[src/rtl/mips_pkg.sv]
// Shared MIPS pipeline definitions: result/load encodings, counter width
// default and the MEM/WB pipeline register layout.
package mips_pkg;

  localparam int DEFAULT_CNT_W = 32;

  // Final-result source selected in write-back; the reserved code behaves as ALU
  typedef enum logic [1:0] {
    RES_ALU  = 2'b00,
    RES_LOAD = 2'b01,
    RES_LINK = 2'b10,
    RES_RSVD = 2'b11
  } resultSrc_e;

  // Load access width; the reserved code behaves as a full word
  typedef enum logic [1:0] {
    LD_BYTE = 2'b00,
    LD_HALF = 2'b01,
    LD_WORD = 2'b10,
    LD_RSVD = 2'b11
  } loadSize_e;

  // Everything the W stage needs from the M stage, held for one cycle
  typedef struct packed {
    logic        valid;
    logic        regWrite;
    logic [4:0]  writeReg;
    resultSrc_e  resultSrc;
    loadSize_e   loadSize;
    logic        loadUnsigned;
    logic [31:0] aluOut;
    logic [31:0] readData;
    logic [31:0] pcPlus8;
  } memWbReg_t;

  // A register write is only issued for a real instruction that targets
  // something other than $0, which is hard-wired to zero
  function automatic logic isRealWrite(logic valid, logic regWrite, logic [4:0] writeReg);
    return valid & regWrite & (writeReg != 5'd0);
  endfunction

endpackage

[src/rtl/wb_stage_if.sv]
// M-stage to W-stage bundle plus the register-file write port that the
// decode stage reads for its write-through bypass.
interface wb_stage_if #(
  parameter int CNT_W = mips_pkg::DEFAULT_CNT_W
);

  logic              StallW;
  logic              FlushW;
  logic              ValidM;
  logic              RegWriteM;
  logic [4:0]        WriteRegM;
  logic [1:0]        ResultSrcM;
  logic [1:0]        LoadSizeM;
  logic              LoadUnsignedM;
  logic [31:0]       ALUOutM;
  logic [31:0]       ReadDataM;
  logic [31:0]       PCPlus8M;

  logic              ValidW;
  logic              RegWriteW;
  logic [4:0]        WriteRegW;
  logic [31:0]       ResultW;
  logic [CNT_W-1:0]  InstRetW;

  // Pipeline side: drives the M-stage fields and hazard controls
  modport master (
    output StallW, FlushW, ValidM, RegWriteM, WriteRegM, ResultSrcM,
           LoadSizeM, LoadUnsignedM, ALUOutM, ReadDataM, PCPlus8M,
    input  ValidW, RegWriteW, WriteRegW, ResultW, InstRetW
  );

  // Write-back stage side
  modport slave (
    input  StallW, FlushW, ValidM, RegWriteM, WriteRegM, ResultSrcM,
           LoadSizeM, LoadUnsignedM, ALUOutM, ReadDataM, PCPlus8M,
    output ValidW, RegWriteW, WriteRegW, ResultW, InstRetW
  );

endinterface

[src/rtl/load_align.sv]
// Little-endian sub-word load extraction with sign or zero extension.
// Purely combinational so a cache fill path can reuse it unchanged.
module load_align
  import mips_pkg::*;
(
  input  logic [31:0] word_i,
  input  logic [1:0]  offset_i,
  input  loadSize_e   size_i,
  input  logic        unsigned_i,
  output logic [31:0] value_o
);

  logic [7:0]  byteField;
  logic [15:0] halfField;

  // Select the addressed byte/halfword and extend it to a full word
  always_comb begin
    byteField = 8'(word_i >> {offset_i, 3'b000});
    halfField = 16'(word_i >> {offset_i[1], 4'b0000});
    value_o   = word_i;
    case (size_i)
      LD_BYTE: value_o = {{24{~unsigned_i & byteField[7]}}, byteField};
      LD_HALF: value_o = {{16{~unsigned_i & halfField[15]}}, halfField};
      default: value_o = word_i;
    endcase
  end

endmodule

[src/rtl/wb_stage.sv]
// Write-back stage: MEM/WB pipeline register, load extraction, final result
// mux, register-file write-enable gating and retired-instruction counter.
module wb_stage
  import mips_pkg::*;
#(
  parameter int CNT_W = DEFAULT_CNT_W
) (
  input  logic       CLK,
  input  logic       reset,
  wb_stage_if.slave  bus
);

  memWbReg_t         memWb_q;
  memWbReg_t         memWb_d;
  memWbReg_t         mCapture;
  logic [CNT_W-1:0]  instRet_q;
  logic [CNT_W-1:0]  instRet_d;
  logic [31:0]       loadValue;
  logic [31:0]       result;

  // Gather the M-stage inputs into the pipeline register layout
  always_comb begin
    mCapture              = '0;
    mCapture.valid        = bus.ValidM;
    mCapture.regWrite     = bus.RegWriteM;
    mCapture.writeReg     = bus.WriteRegM;
    mCapture.resultSrc    = resultSrc_e'(bus.ResultSrcM);
    mCapture.loadSize     = loadSize_e'(bus.LoadSizeM);
    mCapture.loadUnsigned = bus.LoadUnsignedM;
    mCapture.aluOut       = bus.ALUOutM;
    mCapture.readData     = bus.ReadDataM;
    mCapture.pcPlus8      = bus.PCPlus8M;
  end

  // Next register contents: flush beats stall and inserts a bubble
  always_comb begin
    memWb_d = memWb_q;
    if (bus.FlushW) begin
      memWb_d          = mCapture;
      memWb_d.valid    = 1'b0;
      memWb_d.regWrite = 1'b0;
    end else if (!bus.StallW) begin
      memWb_d = mCapture;
    end
  end

  // An instruction retires on the edge it leaves W; a flush does not undo it
  always_comb begin
    instRet_d = instRet_q;
    if (memWb_q.valid && !bus.StallW) begin
      instRet_d = instRet_q + CNT_W'(1);
    end
  end

  // Pipeline register and counter; reset overrides stall and flush
  always_ff @(posedge CLK) begin
    if (reset) begin
      memWb_q   <= '0;
      instRet_q <= '0;
    end else begin
      memWb_q   <= memWb_d;
      instRet_q <= instRet_d;
    end
  end

  load_align uLoadAlign (
    .word_i     (memWb_q.readData),
    .offset_i   (memWb_q.aluOut[1:0]),
    .size_i     (memWb_q.loadSize),
    .unsigned_i (memWb_q.loadUnsigned),
    .value_o    (loadValue)
  );

  // Final result comes only from registered fields, never from M inputs
  always_comb begin
    result = memWb_q.aluOut;
    case (memWb_q.resultSrc)
      RES_LOAD: result = loadValue;
      RES_LINK: result = memWb_q.pcPlus8;
      default:  result = memWb_q.aluOut;
    endcase
  end

  assign bus.ValidW    = memWb_q.valid;
  assign bus.RegWriteW = isRealWrite(memWb_q.valid, memWb_q.regWrite, memWb_q.writeReg);
  assign bus.WriteRegW = memWb_q.writeReg;
  assign bus.ResultW   = result;
  assign bus.InstRetW  = instRet_q;

endmodule

[src/flat_wrapper.sv]
// flat-port wrapper written by rule: the top's interface ports become plain ports
module wb_stage_flat import mips_pkg::*;
#(
  parameter int CNT_W = DEFAULT_CNT_W
)
  (CLK, reset, bus_StallW, bus_FlushW, bus_ValidM, bus_RegWriteM, bus_WriteRegM, bus_ResultSrcM, bus_LoadSizeM, bus_LoadUnsignedM, bus_ALUOutM, bus_ReadDataM, bus_PCPlus8M, bus_ValidW, bus_RegWriteW, bus_WriteRegW, bus_ResultW, bus_InstRetW);
  wb_stage_if #(.CNT_W(CNT_W)) bus_i ();
  input  logic CLK;
  input  logic reset;
  input wire logic [$bits(bus_i.StallW)-1:0] bus_StallW;
  input wire logic [$bits(bus_i.FlushW)-1:0] bus_FlushW;
  input wire logic [$bits(bus_i.ValidM)-1:0] bus_ValidM;
  input wire logic [$bits(bus_i.RegWriteM)-1:0] bus_RegWriteM;
  input wire logic [$bits(bus_i.WriteRegM)-1:0] bus_WriteRegM;
  input wire logic [$bits(bus_i.ResultSrcM)-1:0] bus_ResultSrcM;
  input wire logic [$bits(bus_i.LoadSizeM)-1:0] bus_LoadSizeM;
  input wire logic [$bits(bus_i.LoadUnsignedM)-1:0] bus_LoadUnsignedM;
  input wire logic [$bits(bus_i.ALUOutM)-1:0] bus_ALUOutM;
  input wire logic [$bits(bus_i.ReadDataM)-1:0] bus_ReadDataM;
  input wire logic [$bits(bus_i.PCPlus8M)-1:0] bus_PCPlus8M;
  output wire logic [$bits(bus_i.ValidW)-1:0] bus_ValidW;
  output wire logic [$bits(bus_i.RegWriteW)-1:0] bus_RegWriteW;
  output wire logic [$bits(bus_i.WriteRegW)-1:0] bus_WriteRegW;
  output wire logic [$bits(bus_i.ResultW)-1:0] bus_ResultW;
  output wire logic [$bits(bus_i.InstRetW)-1:0] bus_InstRetW;
  assign bus_i.StallW = bus_StallW;
  assign bus_i.FlushW = bus_FlushW;
  assign bus_i.ValidM = bus_ValidM;
  assign bus_i.RegWriteM = bus_RegWriteM;
  assign bus_i.WriteRegM = bus_WriteRegM;
  assign bus_i.ResultSrcM = bus_ResultSrcM;
  assign bus_i.LoadSizeM = bus_LoadSizeM;
  assign bus_i.LoadUnsignedM = bus_LoadUnsignedM;
  assign bus_i.ALUOutM = bus_ALUOutM;
  assign bus_i.ReadDataM = bus_ReadDataM;
  assign bus_i.PCPlus8M = bus_PCPlus8M;
  assign bus_ValidW = bus_i.ValidW;
  assign bus_RegWriteW = bus_i.RegWriteW;
  assign bus_WriteRegW = bus_i.WriteRegW;
  assign bus_ResultW = bus_i.ResultW;
  assign bus_InstRetW = bus_i.InstRetW;
  wb_stage #(.CNT_W(CNT_W)) u_core (.CLK(CLK), .reset(reset), .bus(bus_i));
endmodule
[config.mk]
export PLATFORM = sky130hd
export DESIGN_NAME = wb_stage_flat
export DESIGN_NICKNAME = d
export VERILOG_FILES = /design/src/rtl/mips_pkg.sv /design/src/rtl/wb_stage_if.sv /design/src/rtl/load_align.sv /design/src/rtl/wb_stage.sv /design/src/flat_wrapper.sv
export SDC_FILE = /design/constraint.sdc
export NUM_CORES = 1
export LEC_CHECK = 0
export ABC_CLOCK_PERIOD_IN_PS = 2200
export BUFFER_PORTS_ARGS = -buffer_cell sky130_fd_sc_hd__clkbuf_2
export CORE_ASPECT_RATIO = 0.75
export CORE_MARGIN = 5
export CORE_UTILIZATION = 52
export DETAILED_ROUTE_END_ITERATION = 8
export GPL_TIMING_DRIVEN = 0
export PLACE_DENSITY_LB_ADDON = 0.2
export SYNTH_ARGS = -nofsm -noshare
export SYNTH_HDL_FRONTEND = slang
export SYNTH_SLANG_ARGS = --single-unit
export TNS_END_PERCENT = 30
[constraint.sdc]
create_clock -name CLK -period 2.2 [get_ports CLK]
set_input_delay 0.11 -clock CLK [delete_from_list [all_inputs] [get_ports CLK]]
set_output_delay 0.11 -clock CLK [all_outputs]
set_load 0.05 [all_outputs]
# Word-level counts from Yosys, hierarchy flattened
# Cells that the tools add are included.
[totals]
register_bits = 140
input_bits = 112
[op_classes]
n_eq_ne = 4
n_mux = 4
n_shift = 2
bitwise = 5
n_reduce_logical = 5
addsub = 1
[op_table]
columns = ["cell", "count"]
rows = [
  ["$mux W106", 2],
  ["$pmux W32 S2", 2],
  ["$add A32 B1 Y32 const B", 1],
  ["$shr A32 B5 Y16", 1],
  ["$shr A32 B5 Y8", 1],
  ["$reduce_bool A5 Y1", 1],
  ["$and A1 B1 Y1", 4],
  ["$eq A2 B1 Y1 const B", 2],
  ["$eq A2 B2 Y1 const B", 1],
  ["$logic_not A2 Y1", 1],
  ["$ne A2 B1 Y1 const B", 1],
  ["$reduce_or A2 Y1", 1],
  ["$logic_and A1 B1 Y1", 1],
  ["$logic_not A1 Y1", 1],
  ["$not A1 Y1", 1],
]

# Depth between registers and ports, before layout
[logic_depth]
depth_word = 4
depth_mapped = 7
mapped_depth_nobuf = 6

# Hierarchy
# Synthesis repeated with hierarchy kept, for this count alone.
[hier_totals]
hier_cells = 862
area_unflattened_um2 = 6628.9
[by_module_without_submodules]
columns = ["module", "seq_area_each_um2", "area_per_inst_um2", "n_inst", "cells_per_inst"]
rows = [
  ["wb_stage", 2802.7, 5919.4, 1, 769],
  ["load_align", 0.0, 709.4, 1, 93],
]

# Worst setup path after synthesis
# OpenSTA, ideal clock, no wires.
[synth_timing]
path_kind = "reg-to-output"
startpoint = "register u_core.memWb_q[100] (netlist name)"
endpoint = "output port bus_ResultW[17]"
slack_ns = -0.413
arrival_ns = 2.503
n_path_buf = 2
path_stages_with_launch = 8
path_cell_list = "dfxtp_1 inv_1 ha_1 clkbuf_1 nor2b_1 clkbuf_1 o21ai_0 o21ai_0"
[synth_via]
elab_chain_len = 2
[synth_rtl]
columns = ["item", "line", "text"]
rows = [
  ["start: declaration", "wb_stage.sv:13", "memWbReg_t memWb_q;"],
  ["start signal: assignment", "wb_stage.sv:61", "memWb_q <= memWb_d;"],
  ["$eq A2 B2 Y1 / $eq A2 B1 Y1 (equally long branches)", "wb_stage.sv:77", "case (memWb_q.resultSrc)"],
  ["$pmux W32 S2 *", "wb_stage.sv:77", ""],
  ["end: declaration", "flat_wrapper.sv:24", "output wire logic [$bits(bus_i.ResultW)-1:0] bus_ResultW;"],
]
# Mark *: on every way between the ends. The rest lies on a longest branch, timed or not.

# Final worst setup path
[layout_timing]
startpoint = "register u_core.memWb_q[65] (netlist name)"
endpoint = "output port bus_ResultW[1]"
[layout_via]
elab_chain_len = 3
[layout_rtl]
columns = ["item", "line", "text"]
rows = [
  ["$shr A32 B5 Y16 / $shr A32 B5 Y8 (equally long branches)", "load_align.sv:19, load_align.sv:18", ""],
  ["$pmux W32 S2", "load_align.sv:21", "case (size_i)"],
  ["$pmux W32 S2 *", "wb_stage.sv:77", ""],
]
# Marked as above.

==> summary.txt <==
Status
  • Outcome: complete, but fails checks
  • Failing checks: setup timing

Timing
  • RSZ-0062 raised after global routing: yes
  • Slew Limit Fails: 0
  • Relative slew margins: 53.96%
  • # setup viols final: 2
  • FMAX: between 400 and 500 MHz
  • Post-layout min period: 2216 ps
  • Setup Skew: 5.828 ps
  • Worst-Margin Slew: approximately 690 ps
  • Hold Vio Cnt, Final: 0
  • Setup ws final: -15.61 ps
  • Period utilisation layout: 100.7%

Routing
  • Wire length on met1: 10370 µm
  • # DRC: 0
  • DRT Pass-1 Iters: 9
  • Vias/cell: about 5.6
  • Via count: 7713
  • Antenna Nets Post-Route: 0
  • Top Metal Used: met4
  • Wire length per cell: 17.96 µm
  • 1st-iter DRT viols: 789
  • Routed wire length: 24650 µm
  • Met3 wire len: 2374 µm
  • DR WL met2: 11230 µm

Cells and area
  • Commonest non-fill, non-tap cells in the layout: nand2_1 (245), a21oi_1 (160), clkbuf_2 (154), dfxtp_1 (135), dlygate4sd3_1 (109)
  • Area delta synth->final: 52.93%
  • Leading cell type in the layout, fill and taps excluded: nand2_1
  • Post-Layout Cell Count: ~1400
  • # fillers: approximately 810
  • # diodes: 0
  • Nets@finish: 1308
  • Layout cells sized above 1: 25.12%

Critical path
  • WP data arrival: around 2100 ps
  • Req. time, crit path: 2090 ps
  • Worst path cell trace: buf_8 -> clkinv_2 -> a21oi_4 -> o221ai_1 -> a22oi_1 -> buf_4
  • Critical path class: register to output port
  • FF-to-FF path depth: 5
  • CP max stage delay: about 350 ps
  • Slowest-stage cell, CP: dfxtp_2
  • Startpoint Class: register
  • Endpoint class of the critical path: output port
  • R2r startpoint: u_core.bus.ValidW
  • FF-to-FF End: u_core.bus.InstRetW[31]
  • R2r setup slk: around 70 ps
  • Crit Path Max Fanout: 10

Synth
  • Asr flop ratio synth: 0%
  • Post-synth EDFFs: 0
  • Register area share after synthesis: 43.21%
  • Cell taking the most area after synthesis: dfxtp_1
  • Synth Register Bits: 140
  • Mapped Avg Cell Area: 7.413 µm²
  • Post-synth top area share: between 40% and 50%
  • Synth top area cells: dfxtp_1 (43%), nand2_1 (14%), a21oi_1 (13%)
  • Synth cell types: 44
  • Syn Inst Count: just under 900
  • Ys Warns: 0
  • Ys flop type: dfxtp_1
  • Mapped Area: 6486 µm²
  • Mapped Nets: 990

Global route
  • Initial antenna violation count: 0
  • GRT Overall Usage: about 32%
  • First-pass GRT wire length: approximately 38000 µm
  • Vias in the first global route: 7449
  • GRT overflow: 0
  • Largest net degree at the start of global routing: 17

Die
  • FP Rows: 35
  • Starting Density: 52.90%
  • Die Area: 14830 µm²
  • Chip width: approximately 140 µm
  • Die Ht: 106.7 µm
  • Core area: 12260 µm²
  • IO Count: approximately 180

Power
  • Lkg Pwr: 4.201 nW
  • Sw Ratio: 28.16%
  • Switching power of the nets: 2.078 mW
  • Pint: about 5.3 mW
  • Peak supply drop: between 0.6 and 0.7 mV
  • Comb pwr share: 19.2%
  • PD cells: 743.6 nW/µm²
  • Tot Pwr: ~7.4 mW
  • Sequential Power Share: 37.6%
  • Clock share of power: 43.2%

Clock tree
  • Num Clock Sinks: 140
  • Clk root buf: clkbuf_16
  • Clock slew seen by the registers of the worst setup and hold paths: 60 ps
  • Later-pin clock latency in the skew report: 420 ps
  • CTS tree: done
  • Clock tree buffer depth: 2
  • Num CTS Buffers: 17
  • H-tree depth: 4

Placement
  • Placer Congestion: 1.007
  • I/O Buffers: 180
  • Hpwl dp: ~16000 µm
  • Placed Instances: about 1200

Hold path
  • Hold path depth: 3
  • Hold WC Path Type: input port to register
  • WHS Endpoint: u_core.memWb_q[106]
  • Hold Startpoint: bus_StallW

Job
  • Max-cap violations: 0
==> sequential cells by signal, indices dropped and copies added (netlist names) <==
register / count
u_core.bus.InstRetW: 32
u_core.bus.WriteRegW: 5
u_core.bus.ValidW: 1
u_core.memWb_q: 102
==> kinds of logic (layout without fill, tap and decap cells) <==
group,Yosys count,count (layout),share of synthesized area [%]
AO/OA/AOI/OAI,245,245,20.51
XOR/XNOR,11,11,1.485
adder cells (fa/ha/maj),3,3,0.5788
buffers and inverters,83,412,5.479
flip-flops,140,140,43.21
multiplexers,23,23,3.819
AND/OR/NAND/NOR,370,372,24.92
==> critical path, delay by kind of cell (launching register included) <==
family | cells | cell delay, ps
compound gates | 3 | 770
buf+inv | 3 | 550
flops | 1 | 350
==> per-stage QoR <==
stage	worst slack (ps)	hold slack, ps	area, µm²	utilization (%)	setup TNS [ps]
floorplan	-202.4	189.3	6540	-	-2263
global placement	-361.1	341.5	7649	62.38	-6995
detailed placement	-337.8	342.2	7649	62.38	-6549
CTS	-39.12	28.78	9721	79.28	-66.10
global route	-75.17	49.32	9920	80.90	-465.0
finish	-15.61	35.63	9920	80.90	-22.18
==> Yosys cell counts (2+ instances only) <==
master and instances:
nand2_1 246, a21oi_1 166, dfxtp_1 140, clkbuf_1 55, nor2_1 46, o21ai_0 44, mux2i_1 18, nor2b_1 17
o221ai_1 15, or3_1 12, inv_1 10, nand4_1 9, or4_1 9, nand3_1 8, buf_1 7, o22ai_1 7
o31ai_1 7, xnor2_1 7, buf_4 5, mux2_2 4, nor3_1 4, nor4_1 4, xor2_1 4, and4_1 3
buf_6 3, ha_1 3, nand2b_1 3, and3_1 2, buf_2 2
==> layout make-up <==
type / instances / area, µm² / area share (%)
Inverter: 11 / 42.54 / 0.4289
Sequential cell: 140 / 2811 / 28.34
Clock buffer: 18 / 439.2 / 4.427
Multi-Input combinational cell: 654 / 3538 / 35.67
Tap cell: 166 / 207.7 / 2.094
Clock inverter: 14 / 216.5 / 2.182
Buffer: 68 / 402.9 / 4.062
Timing Repair Buffer: 301 / 2261 / 22.79
==> power by group through the flow <==
| stage | registers [mW] | logic, mW | clock network [mW] |
|---|---|---|---|
| 2_1_floorplan | 2.77 | 0.712 | 0 |
| 3_3_place_gp | 2.80 | 1.02 | 0 |
| 3_5_place_dp | 2.81 | 1.03 | 0 |
| 4_1_cts | 2.76 | 1.30 | 3.20 |
| 5_1_grt | 2.78 | 1.51 | 3.31 |
| 6_report | 2.77 | 1.42 | 3.19 |
==> worst max-delay path by stage <==
stage | start | endpoint | depth (start not counted)
2_1_floorplan | u_core.memWb_q[100] | bus_ResultW[19] | 6
3_3_place_gp | u_core.memWb_q[65] | bus_ResultW[17] | 7
3_5_place_dp | u_core.memWb_q[65] | bus_ResultW[17] | 7
4_1_cts | u_core.memWb_q[99] | bus_ResultW[15] | 6
5_1_grt | u_core.memWb_q[97] | bus_ResultW[1] | 5
6_report | u_core.memWb_q[65] | bus_ResultW[1] | 6
==> metal layers <==
layer / track usage (%) / vias up
li1: - / 3642
met1: 42.63 / 3556
met2: 51.94 / 438
met3: 8.292 / 77
met4: 10.27 / 0
met5: 0 / -
==> what timing repair did <==
| item | 4_1_cts | 5_1_grt |
|---|---|---|
| buffers inserted | 6 | 5 |
| gates cloned | 2 | 1 |
| hold endpoints to repair | 108 | 0 |
| gates resized for setup | 73 | 92 |
| hold buffers | 109 | 0 |
| setup endpoints to repair | 32 | 37 |
| pin swaps | 4 | 6 |
Power figures use the tool's default switching activity.
